==> src/rtl/gnn_result_drain.sv <==
// ============================================================================
// Module      : gnn_result_drain
// Description : Consumer end of the GNN accelerator output interface. Captures
//               eight signed class scores when all per-score ready flags are
//               high, buffers whole frames in a small frame FIFO and streams
//               them out one word per beat over a valid/ready handshake.
//               Optional macro GNN_DRAIN_SUM_EN appends a ninth beat holding
//               the wrap-around sum of the frame's eight scores.
// Revision    : 1.0 - initial release
// ============================================================================
`default_nettype none

module gnn_result_drain #(
    parameter int DW    = 21,
    parameter int DEPTH = 2,
    parameter int CNTW  = 8
) (
    input  logic                 clk,
    input  logic                 rst,
    input  logic signed [DW-1:0] out0_node0,
    input  logic signed [DW-1:0] out1_node0,
    input  logic signed [DW-1:0] out0_node1,
    input  logic signed [DW-1:0] out1_node1,
    input  logic signed [DW-1:0] out0_node2,
    input  logic signed [DW-1:0] out1_node2,
    input  logic signed [DW-1:0] out0_node3,
    input  logic signed [DW-1:0] out1_node3,
    input  logic                 out10_ready_node0,
    input  logic                 out11_ready_node0,
    input  logic                 out10_ready_node1,
    input  logic                 out11_ready_node1,
    input  logic                 out10_ready_node2,
    input  logic                 out11_ready_node2,
    input  logic                 out10_ready_node3,
    input  logic                 out11_ready_node3,
    output logic signed [DW-1:0] dout,
    output logic [3:0]           dout_idx,
    output logic                 dout_valid,
    input  logic                 dout_ready,
    output logic                 dout_last,
    input  logic                 err_clr,
    output logic                 overrun,
    output logic                 flag_err,
    output logic [CNTW-1:0]      drop_cnt
);

`ifdef GNN_DRAIN_SUM_EN
    localparam int NB = 9;
    localparam int BW = 4;
`else
    localparam int NB = 8;
    localparam int BW = 3;
`endif
    // DEPTH is restricted to 2 or 4, so pointers wrap naturally
    localparam int              PW        = (DEPTH > 2) ? 2 : 1;
    localparam int              CW        = PW + 1;
    localparam logic [CW-1:0]   FULL      = CW'(DEPTH);
    localparam logic [3:0]      LAST_BEAT = 4'(NB - 1);
    localparam logic [0:0]      S_IDLE    = 1'b0;
    localparam logic [0:0]      S_STREAM  = 1'b1;

    logic [7:0]      w_flags;
    logic            w_cap;
    logic            w_partial;
    logic            w_hs;
    logic            w_last_hs;
    logic            w_wr_en;
    logic            w_drop;
    logic [DW-1:0]   w_frame [NB];

    logic [DW-1:0]   mem_q [DEPTH][NB];
    logic [PW-1:0]   wr_ptr_q, wr_ptr_d;
    logic [PW-1:0]   rd_ptr_q, rd_ptr_d;
    logic [CW-1:0]   count_q, count_d;
    logic [0:0]      state_q, state_d;
    logic [3:0]      beat_q, beat_d;
    logic            overrun_q, overrun_d;
    logic            flag_err_q, flag_err_d;
    logic [CNTW-1:0] drop_cnt_q, drop_cnt_d;

    assign w_flags   = {out11_ready_node3, out10_ready_node3, out11_ready_node2, out10_ready_node2,
                        out11_ready_node1, out10_ready_node1, out11_ready_node0, out10_ready_node0};
    assign w_cap     = &w_flags;
    assign w_partial = (|w_flags) && !w_cap;
    assign w_hs      = (state_q == S_STREAM) && dout_ready;
    assign w_last_hs = w_hs && (beat_q == LAST_BEAT);
    // A full FIFO still accepts when the head frame retires in the same cycle
    assign w_wr_en   = w_cap && ((count_q < FULL) || w_last_hs);
    assign w_drop    = w_cap && !w_wr_en;

    // Assemble the frame in beat order (plus optional sum beat)
    always_comb begin
        w_frame[0] = out0_node0;
        w_frame[1] = out1_node0;
        w_frame[2] = out0_node1;
        w_frame[3] = out1_node1;
        w_frame[4] = out0_node2;
        w_frame[5] = out1_node2;
        w_frame[6] = out0_node3;
        w_frame[7] = out1_node3;
`ifdef GNN_DRAIN_SUM_EN
        w_frame[8] = out0_node0 + out1_node0 + out0_node1 + out1_node1
                   + out0_node2 + out1_node2 + out0_node3 + out1_node3;
`endif
    end

    // Frame storage; contents are only visible while streaming, so no reset
    always_ff @(posedge clk) begin
        if (w_wr_en) begin
            for (int b = 0; b < NB; b++) begin
                mem_q[wr_ptr_q][b] <= w_frame[b];
            end
        end
    end

    // FIFO bookkeeping and status next-state
    always_comb begin
        wr_ptr_d = wr_ptr_q + PW'(w_wr_en);
        rd_ptr_d = rd_ptr_q + PW'(w_last_hs);
        count_d  = count_q + CW'(w_wr_en) - CW'(w_last_hs);

        overrun_d  = overrun_q;
        drop_cnt_d = drop_cnt_q;
        if (w_drop) begin
            overrun_d  = 1'b1;
            if (err_clr) begin
                drop_cnt_d = CNTW'(1);
            end else if (!(&drop_cnt_q)) begin
                drop_cnt_d = drop_cnt_q + CNTW'(1);
            end
        end else if (err_clr) begin
            overrun_d  = 1'b0;
            drop_cnt_d = '0;
        end

        flag_err_d = flag_err_q;
        if (w_partial) begin
            flag_err_d = 1'b1;
        end else if (err_clr) begin
            flag_err_d = 1'b0;
        end
    end

    // Stream FSM: stays in STREAM across frame boundaries while data remains
    always_comb begin
        state_d = state_q;
        beat_d  = beat_q;
        if (state_q == S_IDLE) begin
            if (count_q != '0) begin
                state_d = S_STREAM;
                beat_d  = '0;
            end
        end else if (w_hs) begin
            if (beat_q == LAST_BEAT) begin
                beat_d = '0;
                if (count_d == '0) begin
                    state_d = S_IDLE;
                end
            end else begin
                beat_d = beat_q + 4'd1;
            end
        end
    end

    // State registers with asynchronous reset
    always_ff @(posedge clk or posedge rst) begin
        if (rst) begin
            wr_ptr_q   <= '0;
            rd_ptr_q   <= '0;
            count_q    <= '0;
            state_q    <= S_IDLE;
            beat_q     <= '0;
            overrun_q  <= 1'b0;
            flag_err_q <= 1'b0;
            drop_cnt_q <= '0;
        end else begin
            wr_ptr_q   <= wr_ptr_d;
            rd_ptr_q   <= rd_ptr_d;
            count_q    <= count_d;
            state_q    <= state_d;
            beat_q     <= beat_d;
            overrun_q  <= overrun_d;
            flag_err_q <= flag_err_d;
            drop_cnt_q <= drop_cnt_d;
        end
    end

    // Stream outputs are forced to zero while idle
    always_comb begin
        dout_valid = (state_q == S_STREAM);
        dout       = '0;
        dout_idx   = '0;
        dout_last  = 1'b0;
        if (dout_valid) begin
            dout      = mem_q[rd_ptr_q][beat_q[BW-1:0]];
            dout_idx  = beat_q;
            dout_last = (beat_q == LAST_BEAT);
        end
    end

    assign overrun  = overrun_q;
    assign flag_err = flag_err_q;
    assign drop_cnt = drop_cnt_q;

endmodule

`default_nettype wire
==> config.mk <==
export PLATFORM = sky130hd
export DESIGN_NAME = gnn_result_drain
export DESIGN_NICKNAME = d
export VERILOG_FILES = /design/src/rtl/gnn_result_drain.sv
export SDC_FILE = /design/constraint.sdc
export NUM_CORES = 1
export LEC_CHECK = 0
export BUFFER_PORTS_ARGS = -buffer_cell sky130_fd_sc_hd__buf_2
export CAP_MARGIN = 20
export CORE_MARGIN = 4
export CORE_UTILIZATION = 40
export DETAILED_ROUTE_END_ITERATION = 10
export SYNTH_ARGS = -nofsm -noshare
export SYNTH_HDL_FRONTEND = slang
export SYNTH_SLANG_ARGS = --single-unit
==> constraint.sdc <==
create_clock -name clk -period 36.5 [get_ports clk]
set_clock_uncertainty 0.2 [all_clocks]
set_input_delay 1.825 -clock clk [delete_from_list [all_inputs] [get_ports clk]]
set_output_delay 1.825 -clock clk [all_outputs]
set_load 0.05 [all_outputs]
==> flow_metrics.py <==
metrics = {
    "run_status": {
        "status": "finished clean",
    },
    "die": {
        "die-area_um2": 38100,
        "pin_count": 217,
        "num_rows": 68,
        "initial_core_util_pct": 40.6,
        "core_area_um2": 34500,
        "die_y_um": 195,
        "die_w_um": 195,
    },
    "pwr": {
        "p_clk_share_pct": 30.8,
        "ir_drop_mv": 0.0537,
        "powerDensity_nw_per_um2": 74.4,
        "p_leak_nw": 6.15,
        "swShare_pct": 34.5,
        "p_int_w": 0.000823,
        "power_frac_comb_pct": 30.9,
        "p_seq_share_pct": 38.3,
        "netSwitchingPower_w": 0.000433,
    },
    "critical_path": {
        "path_cells": "buf_4 -> mux4_2 -> o21ai_0 -> nand2_1 -> buf_2",
        "max_stage_delay_ns": 1.09,
        "cp_slowest_cell": "dfrtp_4",
        "cp_top_family": "buffers and inverters",
        "crit_buf_inv": 2,
        "critPathCaptureType": "primary output",
        "worstSetupStartpointType": "flip-flop",
        "crit_type": "reg2out",
        "crit_fanout": 55,
        "critical_path_required_ns": 34.47,
        "crit_arrival_ns": 3.89,
    },
    "placed_design": {
        "place_congestion": 0.783,
        "dp_slack_ns": 31.00,
        "dp_hpwl_um": 20500,
        "port_buffers": 216,
    },
    "cells_and_area": {
        "final_nets": 1177,
        "area_delta_synth_final_pct": 20.5,
        "num-fill-cells": 2976,
        "final-seq-area_um2": 10600,
        "drive_above_1_share_pct": 31.6,
        "multi_input_area_um2": 3200,
    },
    "yosys": {
        "synthesis.yosys.warnings": 0,
        "synth_top_area_share_pct": 72.0,
        "synth_most_common_cell": "edfxtp_1",
        "synth_commonest_cells": "edfxtp_1 (336), mux2i_1 (121), a22oi_1 (38)",
        "synth_cells": 767,
        "ys_seq_area_share_pct": 75.4,
        "synth_edf_count": 336,
        "syn-cell-area_um2": 14000,
        "ys.flop_type": "edfxtp_1",
        "synth-seq-cells": 355,
        "synth_fp_nets": 951,
        "async_flop_share_pct": 5.35,
        "synth_area_leaders": "edfxtp_1 (72%), mux2i_1 (8.6%), mux4_2 (4.0%), dfrtp_1 (3.4%), a22oi_1 (2.0%)",
        "synth.distinct_cells": 43,
        "synth_top_cell_by_area": "edfxtp_1",
        "avgSynthCellArea_um2": 18.3,
    },
    "cts": {
        "cts_tree": "built",
        "clkTransAtPathRegs_ns": 0.06,
        "cts_buffers": 39,
        "h-tree-depth": 2,
        "clockBufferDepth": 3,
        "clkLatencyLatePin_ns": 0.51,
        "cts_sinks": 355,
        "root_buffer": "clkbuf_16",
        "cts_resized": 0,
        "post-cts-setup-buffers": 0,
        "cts_hold_buf": 0,
    },
    "routing": {
        "drt-pass1-iter-count": 5,
        "wirelength_um": 32100,
        "postRouteAntennaNets": 0,
        "route.vias.total": 7772,
        "vias_per_cell": 5.24,
        "drc_errors": 0,
        "wire_per_inst_um": 21.7,
        "drt_iter0_markers": 561,
    },
    "timing": {
        "rsz0062_at_grt": "no",
        "maxSlewViolCount": 0,
        "finalSetupTns_ns": 0,
        "worstMarginPinSlew_ns": 1.02,
        "fin_crit_sh_pct": 16.2,
        "finalHoldViolCount": 0,
        "finalSetupViolCount": 0,
        "relSlewSlack_pct": 32.1,
        "fmaxAchievable_ghz": 0.169,
        "setup_slack_ns": 30.58,
        "min_period_ns": 5.92,
    },
    "global_route": {
        "grt_usage_pct": 16.4,
        "gr-total-overflow": 0,
        "grt_pass1_wl_um": 48300,
        "grt_pass1_vias": 8013,
        "grt_max_degree": 169,
        "antenna_found_initial": 9,
    },
    "job": {
        "max-cap-violations": 0,
    },
    "worst_hold_path": {
        "hold_class": "reg2reg",
    },
}
-- state kept, by name, indices dropped and copies added, names as in the netlist --
register,count
flag_err,1
beat_q,4
drop_cnt,8
wr_ptr_q,1
overrun,1
dout_valid,1
rd_ptr_q,1
mem_q,336
count_q,2
-- final cells by class --
cell class	instances	area share, %
Clock inverter	13	1.10
Tap cell	455	3.37
Clock buffer	54	6.37
Multi-Input combinational cell	354	19.0
Inverter	16	0.356
Antenna cell	8	0.119
Timing Repair Buffer	227	7.13
Sequential cell	355	62.6
-- metrics by stage --
stage / instances / hold slack (ns) / utilization, % / instance area (um^2) / power [W]
global route: 1481 / 0.304 / 48.9 / 16900 / 0.00131
CTS: 1473 / 0.287 / 48.7 / 16800 / 0.00127
floorplan: 767 / 0.306 / - / 14000 / 0.000759
detailed placement: 1406 / 0.274 / 45.1 / 15600 / 0.000880
finish: 1482 / 0.285 / 48.9 / 16900 / 0.00126
global placement: 1405 / 0.269 / 45.1 / 15600 / 0.000876
-- per-layer routing --
| layer | GRT usage [%] | part of all wire (%) | vias up |
|---|---|---|---|
| li1 | - | - | 3577 |
| met1 | 23.9 | 46 | 3912 |
| met2 | 25.3 | 47 | 230 |
| met3 | 3.00 | 5.3 | 49 |
| met4 | 5.17 | 2.2 | 4 |
| met5 | 0 | 0.11 | - |
-- cells by family after synthesis --
family / after synthesis / synth area share, %
AO/OA/AOI/OAI: 105 / 5.79
XOR/XNOR: 4 / 0.250
adder cells (fa/ha/maj): 4 / 0.357
buffers and inverters: 58 / 2.04
flip-flops: 355 / 75.4
multiplexers: 148 / 12.8
AND/OR/NAND/NOR: 93 / 3.35
-- cell usage in the layout, fill, tap and decap left out, types with 3 or more instances in the layout --
| master | instances |
|---|---|
| clkbuf_16 | 41 |
| diode_2 | 8 |
| dfrtp_1 | 17 |
| a21oi_1 | 5 |
| mux2i_1 | 121 |
| clkinv_2 | 4 |
| and3_1 | 3 |
| nor2_1 | 7 |
| nand4_1 | 4 |
| xnor2_1 | 4 |
| edfxtp_1 | 336 |
| bufinv_16 | 5 |
| o21ai_0 | 23 |
| clkbuf_1 | 13 |
| nand2_1 | 32 |
| inv_1 | 16 |
| a221oi_1 | 19 |
| a41o_1 | 3 |
| nor4_1 | 3 |
| buf_4 | 8 |
| buf_2 | 216 |
| a22oi_1 | 38 |
| mux4_2 | 25 |
| nand3_1 | 27 |
| clkinv_1 | 4 |
| ha_1 | 3 |
-- final timing paths --
check	from	slack [ns]	cells after the start	endpoint
max	rd_ptr_q	30.58	5	dout[3]
min	overrun	0.28	1	overrun
max reg2reg	beat_q[0]	32.17	6	mem_q[0][35]
min reg2reg	overrun	0.28	1	overrun
max in group asynchronous	rst	34.28	2	rd_ptr_q
min in group asynchronous	rst	1.25	2	drop_cnt[5]
-- power by group through the flow --
stage	clock (W)	sequential, W	combinational, W
finish	0.000387	0.000481	0.000389
global placement	0	0.000491	0.000386
detailed placement	0	0.000491	0.000389
floorplan	0	0.000463	0.000296
global route	0.000413	0.000484	0.000416
CTS	0.000396	0.000482	0.000390
Power figures use the tool's default switching activity.
